**src/rtl/l1_mem_arbiter_pkg.sv**
```systemverilog
// Shared types for the L1 memory arbiter: state encodings, requester IDs, bus widths.
// Widths follow the cache-wide block address/data constants.
`ifndef DMEM_BLOCK_ADDR_SIZE
`define DMEM_BLOCK_ADDR_SIZE 26
`endif
`ifndef DBLOCK_SIZE_BITS
`define DBLOCK_SIZE_BITS 128
`endif

package l1_mem_arbiter_pkg;

  localparam int ARB_ADDR_W     = `DMEM_BLOCK_ADDR_SIZE;
  localparam int ARB_BLOCK_BITS = `DBLOCK_SIZE_BITS;

  typedef enum logic [2:0] {
    ARB_IDLE    = 3'd0,
    ARB_GNT_I   = 3'd1,
    ARB_GNT_DRD = 3'd2,
    ARB_GNT_DWR = 3'd3,
    ARB_RELEASE = 3'd4
  } arb_state_e;

  // Bit positions in the two-wide request/grant vectors
  typedef enum logic {
    REQ_I = 1'b0,
    REQ_D = 1'b1
  } req_id_e;

  function automatic logic arb_is_d_grant(arb_state_e s);
    return (s == ARB_GNT_DRD) || (s == ARB_GNT_DWR);
  endfunction

endpackage

```
**src/rtl/l1_mem_arbiter_rr_pick2.sv**
```systemverilog
// Two-input round-robin picker: on contention the side that did not win last time is chosen.
// Purely combinational, one-hot (or zero) grant.
module rr_pick2
  import l1_mem_arbiter_pkg::*;
(
  input  logic [1:0] req,
  input  req_id_e    last,
  output logic [1:0] grant
);

  always_comb begin
    grant = req;
    if (req == 2'b11) begin
      if (last == REQ_I) begin
        grant = 2'b10;
      end else begin
        grant = 2'b01;
      end
    end
  end

endmodule

```
**src/rtl/l1_mem_arbiter.sv**
```systemverilog
// Shares one main-memory block port between the I-cache and D-cache miss controllers.
// Grant registers one cycle after request; held until the memory done pulse, then a RELEASE gap.
module l1_mem_arbiter
  import l1_mem_arbiter_pkg::*;
#(
  parameter int ADDR_W     = ARB_ADDR_W,
  parameter int BLOCK_BITS = ARB_BLOCK_BITS
) (
  input  logic                  clock,
  input  logic                  reset,
  input  logic                  i_memRen,
  input  logic [ADDR_W-1:0]     i_BlockAddr,
  output logic                  i_memReadReady,
  output logic [BLOCK_BITS-1:0] i_memDout,
  input  logic                  d_memRen,
  input  logic                  d_memWen,
  input  logic [ADDR_W-1:0]     d_BlockAddr,
  input  logic [BLOCK_BITS-1:0] d_memDin,
  output logic                  d_memReadReady,
  output logic                  d_memWriteDone,
  output logic [BLOCK_BITS-1:0] d_memDout,
  output logic                  memRen,
  output logic                  memWen,
  output logic [ADDR_W-1:0]     memAddr,
  output logic [BLOCK_BITS-1:0] memDin,
  input  logic                  memReadReady,
  input  logic                  memWriteDone,
  input  logic [BLOCK_BITS-1:0] memDout
);

  arb_state_e state_q, state_d;
  req_id_e    last_q, last_d;
  logic [1:0] req;
  logic [1:0] pick;

  assign req[REQ_I] = i_memRen;
  assign req[REQ_D] = d_memRen | d_memWen;

  rr_pick2 u_pick (
    .req   (req),
    .last  (last_q),
    .grant (pick)
  );

  always_ff @(posedge clock or negedge reset) begin
    if (!reset) begin
      state_q <= ARB_IDLE;
      last_q  <= REQ_D;
    end else begin
      state_q <= state_d;
      last_q  <= last_d;
    end
  end

  always_comb begin
    state_d = state_q;
    last_d  = last_q;
    case (state_q)
      ARB_IDLE: begin
        if (pick[REQ_I]) begin
          state_d = ARB_GNT_I;
        end else if (pick[REQ_D]) begin
          // A simultaneous read+write level from the D side is serviced as the writeback
          state_d = d_memWen ? ARB_GNT_DWR : ARB_GNT_DRD;
        end
      end
      ARB_GNT_I: begin
        if (memReadReady) begin
          state_d = ARB_RELEASE;
          last_d  = REQ_I;
        end
      end
      ARB_GNT_DRD: begin
        if (memReadReady) begin
          state_d = ARB_RELEASE;
          last_d  = REQ_D;
        end
      end
      ARB_GNT_DWR: begin
        if (memWriteDone) begin
          state_d = ARB_RELEASE;
          last_d  = REQ_D;
        end
      end
      ARB_RELEASE: state_d = ARB_IDLE;
      default:     state_d = ARB_IDLE;
    endcase
  end

  // Enables depend only on registered state; addresses/data pass through from the granted side
  always_comb begin
    memRen  = 1'b0;
    memWen  = 1'b0;
    memAddr = '0;
    memDin  = '0;
    case (state_q)
      ARB_GNT_I: begin
        memRen  = 1'b1;
        memAddr = i_BlockAddr;
      end
      ARB_GNT_DRD: begin
        memRen  = 1'b1;
        memAddr = d_BlockAddr;
        memDin  = d_memDin;
      end
      ARB_GNT_DWR: begin
        memWen  = 1'b1;
        memAddr = d_BlockAddr;
        memDin  = d_memDin;
      end
      default: begin
        memRen = 1'b0;
      end
    endcase
  end

  // Done pulses outside the matching grant state are dropped here
  assign i_memReadReady = (state_q == ARB_GNT_I)   & memReadReady;
  assign d_memReadReady = (state_q == ARB_GNT_DRD) & memReadReady;
  assign d_memWriteDone = (state_q == ARB_GNT_DWR) & memWriteDone;

  assign i_memDout = memDout;
  assign d_memDout = memDout;

endmodule

```
**config.mk**
```make
export PLATFORM = sky130hd
export DESIGN_NAME = l1_mem_arbiter
export DESIGN_NICKNAME = d
export VERILOG_FILES = /design/src/rtl/l1_mem_arbiter_pkg.sv /design/src/rtl/l1_mem_arbiter_rr_pick2.sv /design/src/rtl/l1_mem_arbiter.sv
export SDC_FILE = /design/constraint.sdc
export NUM_CORES = 1
export LEC_CHECK = 0
export BUFFER_PORTS_ARGS = -buffer_cell sky130_fd_sc_hd__buf_2
export CORE_AREA = 2 2 280 282
export DETAILED_ROUTE_END_ITERATION = 10
export DIE_AREA = 0 0 282 284
export PLACE_DENSITY = 0.32
export SLEW_MARGIN = 20
export SYNTH_ARGS = -nofsm -noshare
export SYNTH_HDL_FRONTEND = slang
export SYNTH_SLANG_ARGS = --single-unit
```
**constraint.sdc**
```tcl
create_clock -name clock -period 2 [get_ports clock]
set_input_delay 0.4 -clock clock [delete_from_list [all_inputs] [get_ports clock]]
set_output_delay 0.4 -clock clock [all_outputs]
set_load 0.01 [all_outputs]
```
; ---- Yosys cells after proc, flatten, opt, wreduce, memory -nomap -nowiden
; Cells that the tools add are included.
[word_totals]
regBits = 4
[classes]
n_eq_ne = 9
mux = 16
bitwise = 4
reduce_logical = 6
[op_table]
columns = operator, count
row1 = 128-bit 2-to-1 mux, 1
row2 = 26-bit case mux with 2 select lines, 1
row3 = 3-bit 2-to-1 mux, 4
row4 = 3-bit case mux with 3 select lines, 1
row5 = "3-bit by 2-bit equality test with 1-bit output, second input constant", 2
row6 = 1-bit 2-to-1 mux, 6
row7 = "2-bit inequality test, second input constant", 3
row8 = 2-bit 2-to-1 mux, 2
row9 = 4-bit AND reduction, 1
row10 = 2-bit OR reduction, 2
row11 = 1-bit bitwise AND, 3
row12 = "3-bit by 1-bit equality test with 1-bit output, second input constant", 1
row13 = 3-bit zero test, 1
row14 = "3-bit inequality test, second input constant", 1
row15 = 1-bit case mux with 3 select lines, 1
row16 = 3-bit AND reduction, 1
row17 = 3-bit nonzero test, 1
row18 = "2-bit equality test, second input constant", 1
row19 = "2-bit by 1-bit inequality test with 1-bit output, second input constant", 1
row20 = 1-bit bitwise OR, 1

; ---- Longest topological paths before layout
; Gate-level depths: netlist (run 1).
[logic_depth]
depth_word = 6
mapped_depth = 6
mapped_depth_nobuf = 3

; ---- Modules after synthesis
; A second synthesis (run 1) with hierarchy kept.
[hier_totals]
cells_unflattened = 465
hier_area_um2 = 3428.3
[by_module_without_submodules]
columns = module, n_inst, cells_per_inst, area_each_um2, seq_area_each_um2
row1 = l1_mem_arbiter, 1, 462, 3409.5, 101.3
row2 = rr_pick2, 1, 3, 18.8, 0.0

; ---- Worst setup path before layout (run 1)
; Ideal clock, no wire load.
[synth_path]
path_type = reg-to-output
start = register state_q[1]
end = output memDin[108]
arrival_time_ns = 1.174
t_required_ns = 1.600
setup_slack_ns = 0.426
path_stages_with_launch = 7
path_buffers = 4
cell_sequence = dfrtp_1 -> buf_4 -> nor2b_4 -> buf_6 -> buf_6 -> buf_2 -> and2_1
[synth_via]
elab_chain_cells = 3
elab_cells_between_ends = 4
cone_classes = eq/ne: 2 / mux: 1 / reduce/logical: 1
[synth_lines]
columns = element, line
row1 = "start, declared", l1_mem_arbiter.sv:31  ; arb_state_e state_q, state_d;
row2 = "start signal, assigned", l1_mem_arbiter.sv:50  ; state_q <= state_d;
row3 = 3-bit by 2-bit equality test with 1-bit output, l1_mem_arbiter.sv:96  ; case (state_q)
row4 = 2-bit OR reduction (no line) *, --
row5 = 128-bit 2-to-1 mux *, l1_mem_arbiter.sv:96
row6 = "end, declared", l1_mem_arbiter.sv:25  ; output logic [BLOCK_BITS-1:0] memDin,
; Every way passes the cells marked *; elsewhere a longest branch is shown, timed or not.

; ---- Final worst setup path (run 1)
[layout_path]
start = register state_q[2]
end = output memDin[111]
; Same word-level chain as after synthesis.

==> summary.txt, run 1 <==
Number of global-route vias before repair: 3,184
Tightest Pin Transition: 347.8 ps
Top post-synthesis cells by area: buf_4, and2_1, a22o_1
Min cycle time layout: 2030 ps
Hold Slack: 510.5 ps
Final Hold Viols: 0
Initial antenna violation count: 17
Crit path to: memDin[111]
Utilization after layout: 5.941%
Slew margin rel.: 76.81%
Synth cell count leaders: buf_4, and2_1, a22o_1
Worst Path Max Fanout: 68
Initial core utilization: 4.487%
Net Count, Synth: 778
Reg2Reg Depth: 5
Die Span X: 282 um
P_sw: 1976 uW
Net Sw Frac: 49.89%
Worst path required time: 1600 ps
Maximum vdd ir drop: 455.0 uV
Worst setup EP type: primary output
PortBufs: 345
Total gr overflow: 0
Violated checks: negative setup slack
FF+latch count, synth: 4
Most frequent cell after synthesis: buf_4
Seq/Total Area, Yosys: 2.935%
DR pass1 iterations: 4
Post-route ant nets: 0
Routability cong.: 0.8471
Number of CTS-inserted buffers: 3
Pint: 1984 uW
Worst reg2reg startpoint: state_q[2]
Clock transition at the registers of the reported paths: 30 ps
Post-synth EDFFs: 0
Slew Viols, Final: 0
Synthesized instance count: 463
PD cells: 866.1 nW/um^2
Vias: 3,277
RSZ-0062 raised after global routing: true
DRC: 0
Core area: 76,960 um^2
Setup Crit Path Kind: reg2out
Clock Power Share: 8.0%
Die ar.: 80,090 um^2
DP Wirelength: 16.76 mm
I/O pins: 730
Total power: 3960 uW
Crit path from: state_q[2]
Final worst slack: -29.98 ps
First-pass GRT wire length: 23.76 mm
Clk sinks: 4
Num rows: 102
Flop pwr share: 4.7%
H-Tree Depth: 1
R2r endpoint: last_q
F_max: 492.6 MHz
Finish-stage setup viols: 3
Root buf cell: clkbuf_16
Syn avg cell area: 7.459 um^2
DR iter-0 viols: 145
Worst-Skew Late Latency: 220 ps
Fin nets: 856
Final WL: 19.41 mm
Ys async rst share: 100.0%
Mapped cell area: 3453 um^2
Warnings, synthesis: 0
Layout cells sized above 1: 67.59%
Synth Flop Type: dfrtp_1
Top cell type's share of synthesized area: 55.87%
Worst EP arrival: 1630 ps
Leak: 0.002246 uW
Register-to-register setup slack: 650 ps
GRT Util Overall: 4.236%
Vias/cell: 2.069
Wire per inst: 12.26 um
Max cap viols: 0
Comb pwr share: 87.3%
Worst hold path type: in2async
Clock Skew: 3.350 ps
Area Overhead vs Synth: 32.39%
Pin count of the biggest net entering global routing: 69
Synth unique cells: 25
Final Cycle Share: 101.5%
CTS tree: done
Maximum clock insertion buffer count: 2
Post-synth top area cell: buf_4
Die H: 284 um
Status: finished, violations left
Element type at the critical path start: flop
## sequential cells by signal (all words and copies together), names as in the netlist
name and count:
state_q 3, last_q 1
## power groups by stage
stage	sequential (uW)	combinational, uW	clock [uW]
after CTS	186	3470	323
after detailed placement	183	3240	0
final	185	3460	318
after global placement	182	3230	0
after floorplan	166	2620	0
after global routing	191	3730	330
## metrics by stage
step / std cells / instance area (um^2) / setup TNS (ps) / worst slack (ps)
after floorplan: 463 / 3453 / 0 / 426.2
after global placement: 1573 / 4397 / 0 / 215.5
after detailed placement: 1573 / 4397 / 0 / 180.2
after CTS: 1580 / 4552 / 0 / 7.228
after global routing: 1581 / 4564 / -953.9 / -56.08
final: 1584 / 4572 / -36.95 / -29.98
## cell type report
type                            instances  area, um^2
Multi-Input combinational cell        180        1225
Clock buffer                            4       78.83
Antenna cell                            4       10.01
Timing Repair Buffer                  352        1854
Sequential cell                         4       102.6
Tap cell                             1040        1301
Fill cell                            9151       72380
## cells by family (layout without fill, tap and decap cells)
group / count (synthesis) / count (layout) / synth area share [%]
multiplexers: 3 / 3 / 0.8696
buffers and inverters: 279 / 356 / 61.96
AND/OR/NAND/NOR: 142 / 142 / 25.94
flip-flops: 4 / 4 / 2.935
other: 0 / 4 / 0
XOR/XNOR: 1 / 1 / 0.2537
AO/OA/AOI/OAI: 34 / 34 / 8.044
## critical path, cell delays in order, from the launching register on
cell	delay, ps
dfrtp_2	450
nor2b_4	150
buf_12	150
buf_16	230
and2_1	220
buf_2	150
## repair_timing
action                                  4_1_cts  5_1_grt
endpoints found under the setup margin       11       91
hold endpoints to repair                      3        0
hold buffers                                  1        0
setup buffers                                 1        0
pin swaps                                     0        7
gates resized for setup                       4        5
gates cloned                                  1        0
## worst min path at each step
| stage | startpoint | to | slack, ps | cells past startpoint |
|---|---|---|---|---|
| floorplan | reset | state_q[0] | 100 | 0 |
| CTS | reset | state_q[1] | 510 | 2 |
| finish | reset | state_q[1] | 510 | 2 |
| detailed placement | reset | state_q[0] | 210 | 1 |
| global route | reset | state_q[1] | 520 | 2 |
| global placement | reset | state_q[0] | 210 | 1 |
## placed cells by master (no fill, tap or decap), drive strengths merged
cell type / n
o21ai: 1
and2: 130
xnor2: 1
nand2b: 1
and3b: 1
a21oi: 4
nand3b: 1
dfstp: 1
nor2: 2
or2: 1
dfrtp: 3
dlygate4sd3: 1
nand2: 2
o41ai: 1
mux2i: 3
nor2b: 1
clkbuf: 4
and3: 2
a22o: 26
a211oi: 1
diode: 4
buf: 351
o2bb2ai: 1
and2b: 1
## per-layer routing
layer	vias to the layer above	global-route usage (%)	routed length, um
li1	1345	-	-
met1	1386	5.479	8519
met2	510	4.908	6520
met3	24	4.108	4142
met4	12	0.3590	70
met5	-	1.038	161
(Power assumes the default switching activity.)
==> run 2, diff against run 1 <==
--- a/config.mk
+++ b/config.mk
@@ -6,9 +6,9 @@
 export NUM_CORES = 1
 export LEC_CHECK = 0
 export BUFFER_PORTS_ARGS = -buffer_cell sky130_fd_sc_hd__buf_2
-export CORE_AREA = 2 2 280 282
+export CORE_AREA = 2 2 286 288
 export DETAILED_ROUTE_END_ITERATION = 10
-export DIE_AREA = 0 0 282 284
+export DIE_AREA = 0 0 288 290
 export PLACE_DENSITY = 0.32
 export SLEW_MARGIN = 20
 export SYNTH_ARGS = -nofsm -noshare
==> constraint.sdc (replaced) <==
create_clock -name clock -period 2.55 [get_ports clock]
set_input_delay 0.51 -clock clock [delete_from_list [all_inputs] [get_ports clock]]
set_output_delay 0.51 -clock clock [all_outputs]
set_load 0.01 [all_outputs]
==> run 2 against run 1 <==
- the flow now finishes without violations
- wire length fell by 19%
- power fell by 26%
- register-to-register slack improved by 650 ps
- die area rose by 4.3%
- worst hold slack got worse by 430 ps
- sequential power fell by 4%
- flip-flop and latch count did not move
- combinational power fell by 28%
- sequential share of layout area barely moved
- clock-buffer cell count did not move
- utilization fell by 0.31 points
==> summary.txt, run 2 (same netlist as run 1, synthesis figures left out) <==
Initial antenna violation count: 7
Die ar.: 83,520 um^2
Biggest regs: state_q x3, last_q x1
Most common cell after layout, fill and taps aside: buf_2
Worst hold path type: in2async
Final non-filler cell total: 1,603
Root buf cell: clkbuf_16
DP Wirelength: 13.67 mm
Worst EP arrival: 1760 ps
Fin nets: 855
I/O pins: 730
Tightest Pin Transition: 481.3 ps
Maximum vdd ir drop: 397.3 uV
Clock transition at the registers of the reported paths: 30 ps
Routability cong.: 0.7611
Worst-Skew Late Latency: 230 ps
Slew margin rel.: 67.92%
Grt peak-use layer: met2
Post-route ant nets: 0
Worst Path Max Fanout: 26
Top reg by flops: state_q
F_max: 440.1 MHz
DRC: 0
Status: complete, no violations
H-Tree Depth: 1
Post-CTS setup buffer count: 0
Number of CTS-inserted buffers: 3
Filler cells: 9,511
Vias/cell: 1.997
Core area: 80,160 um^2
Maximum clock insertion buffer count: 2
Setup TNS: 0 ps
PortBufs: 345
Initial core utilization: 4.308%
RSZ-0062 raised after global routing: false
Slew Viols, Final: 0
Die Span X: 288 um
Final WL: 15.80 mm
Worst path required time: 2040 ps
Worst reg2reg startpoint: state_q[1]
Met3 GRT Util: 2.744%
Post-CTS Hold Fix Bufs: 0
Max reg flops: 3
Commonest cells after routing, fill and taps aside: buf_2, and2_1, a22o_1
Pin count of the biggest net entering global routing: 84
DR iter-0 viols: 100
DR pass1 iterations: 4
Element type at the critical path start: flop
Worst setup EP type: primary output
# resized after CTS: 0
Setup Crit Path Kind: reg2out
Vias: 3,201
Area Overhead vs Synth: 30.69%
Num rows: 104
Layout cells sized above 1: 66.60%
PD cells: 649.1 nW/um^2
Final Cycle Share: 89.11%
Utilization after layout: 5.630%
GRT Util Overall: 3.278%
Wire per inst: 9.857 um
Crit path from: state_q[0]
Clock Skew: 3.973 ps
Max cap viols: 0
Total gr overflow: 0
Placed cells: 1,595
Final Hold Viols: 0
CTS tree: done
Number of global-route vias before repair: 3,087
Leak: 0.002215 uW
Finish-stage setup viols: 0
Die H: 290 um
Min cycle time layout: 2272 ps
Met2 Resource Use GR: 5.007%
First-pass GRT wire length: 19.78 mm
Clk sinks: 4
Grt met1 use: 3.247%
## run 2: cell count changes in the layout (fill, tap and decap cells not counted)
cell / previous run / this run
and2_1: 124 / 129
and2_4: 6 / 1
buf_16: 3 / 0
buf_4: 2 / 5
dfrtp_1: 2 / 3
dfrtp_2: 1 / 0
dlygate4sd3_1: 1 / 0
## run 2: final cells by class
class	instances	area [um^2]	share of cell area [%]
timing repair buffer	351	1784	39.53
tap	1060	1326	29.39
sequential	4	101.3	2.246
antenna	4	10.01	0.2218
clock buffer	4	78.83	1.747
multi-input combinational	180	1212	26.86
## run 2: metrics by stage
step | cell area (um^2) | hold slack, ps | setup WS [ps] | power [uW]
after global routing | 4503 | 86.14 | 144.7 | 3202
final | 4513 | 83.63 | 277.6 | 2930
after global placement | 4424 | 321.1 | 463.4 | 2770
after floorplan | 3453 | 214.4 | 866.2 | 2185
after CTS | 4503 | 83.64 | 225.4 | 2984
after detailed placement | 4424 | 320.7 | 469.5 | 2717
## run 2: power breakdown
part	switching, uW	internal (uW)	leakage [uW]	total, uW
sequential	77.2	101	0.0000487	178
combinational	1360	1140	0.00213	2500
clock	46.9	207	0.0000382	254
total	1490	1440	0.00221	2930
## run 2: layer usage
layer | part of all wire (%) | up-vias
met5 | 1.4 | -
met4 | 2.5 | 8
met3 | 21 | 41
met2 | 41 | 500
met1 | 34 | 1312
li1 | - | 1340
## run 2: final timing paths
path                       slack, ps     endpoint  cells past startpoint
setup reg to reg                1300       last_q                      4
min in group clock               540       last_q                      2
hold reg to reg                  540       last_q                      2
max in group asynchronous       2260       last_q                      1
hold / removal                    80   state_q[1]                      1
setup / recovery                 280  memAddr[12]                      3
## run 2: worst max-delay path: stages, from the launching register on
cell,delay (ps)
dfrtp_1,630
and2_4,520
a22o_1,230
buf_2,140
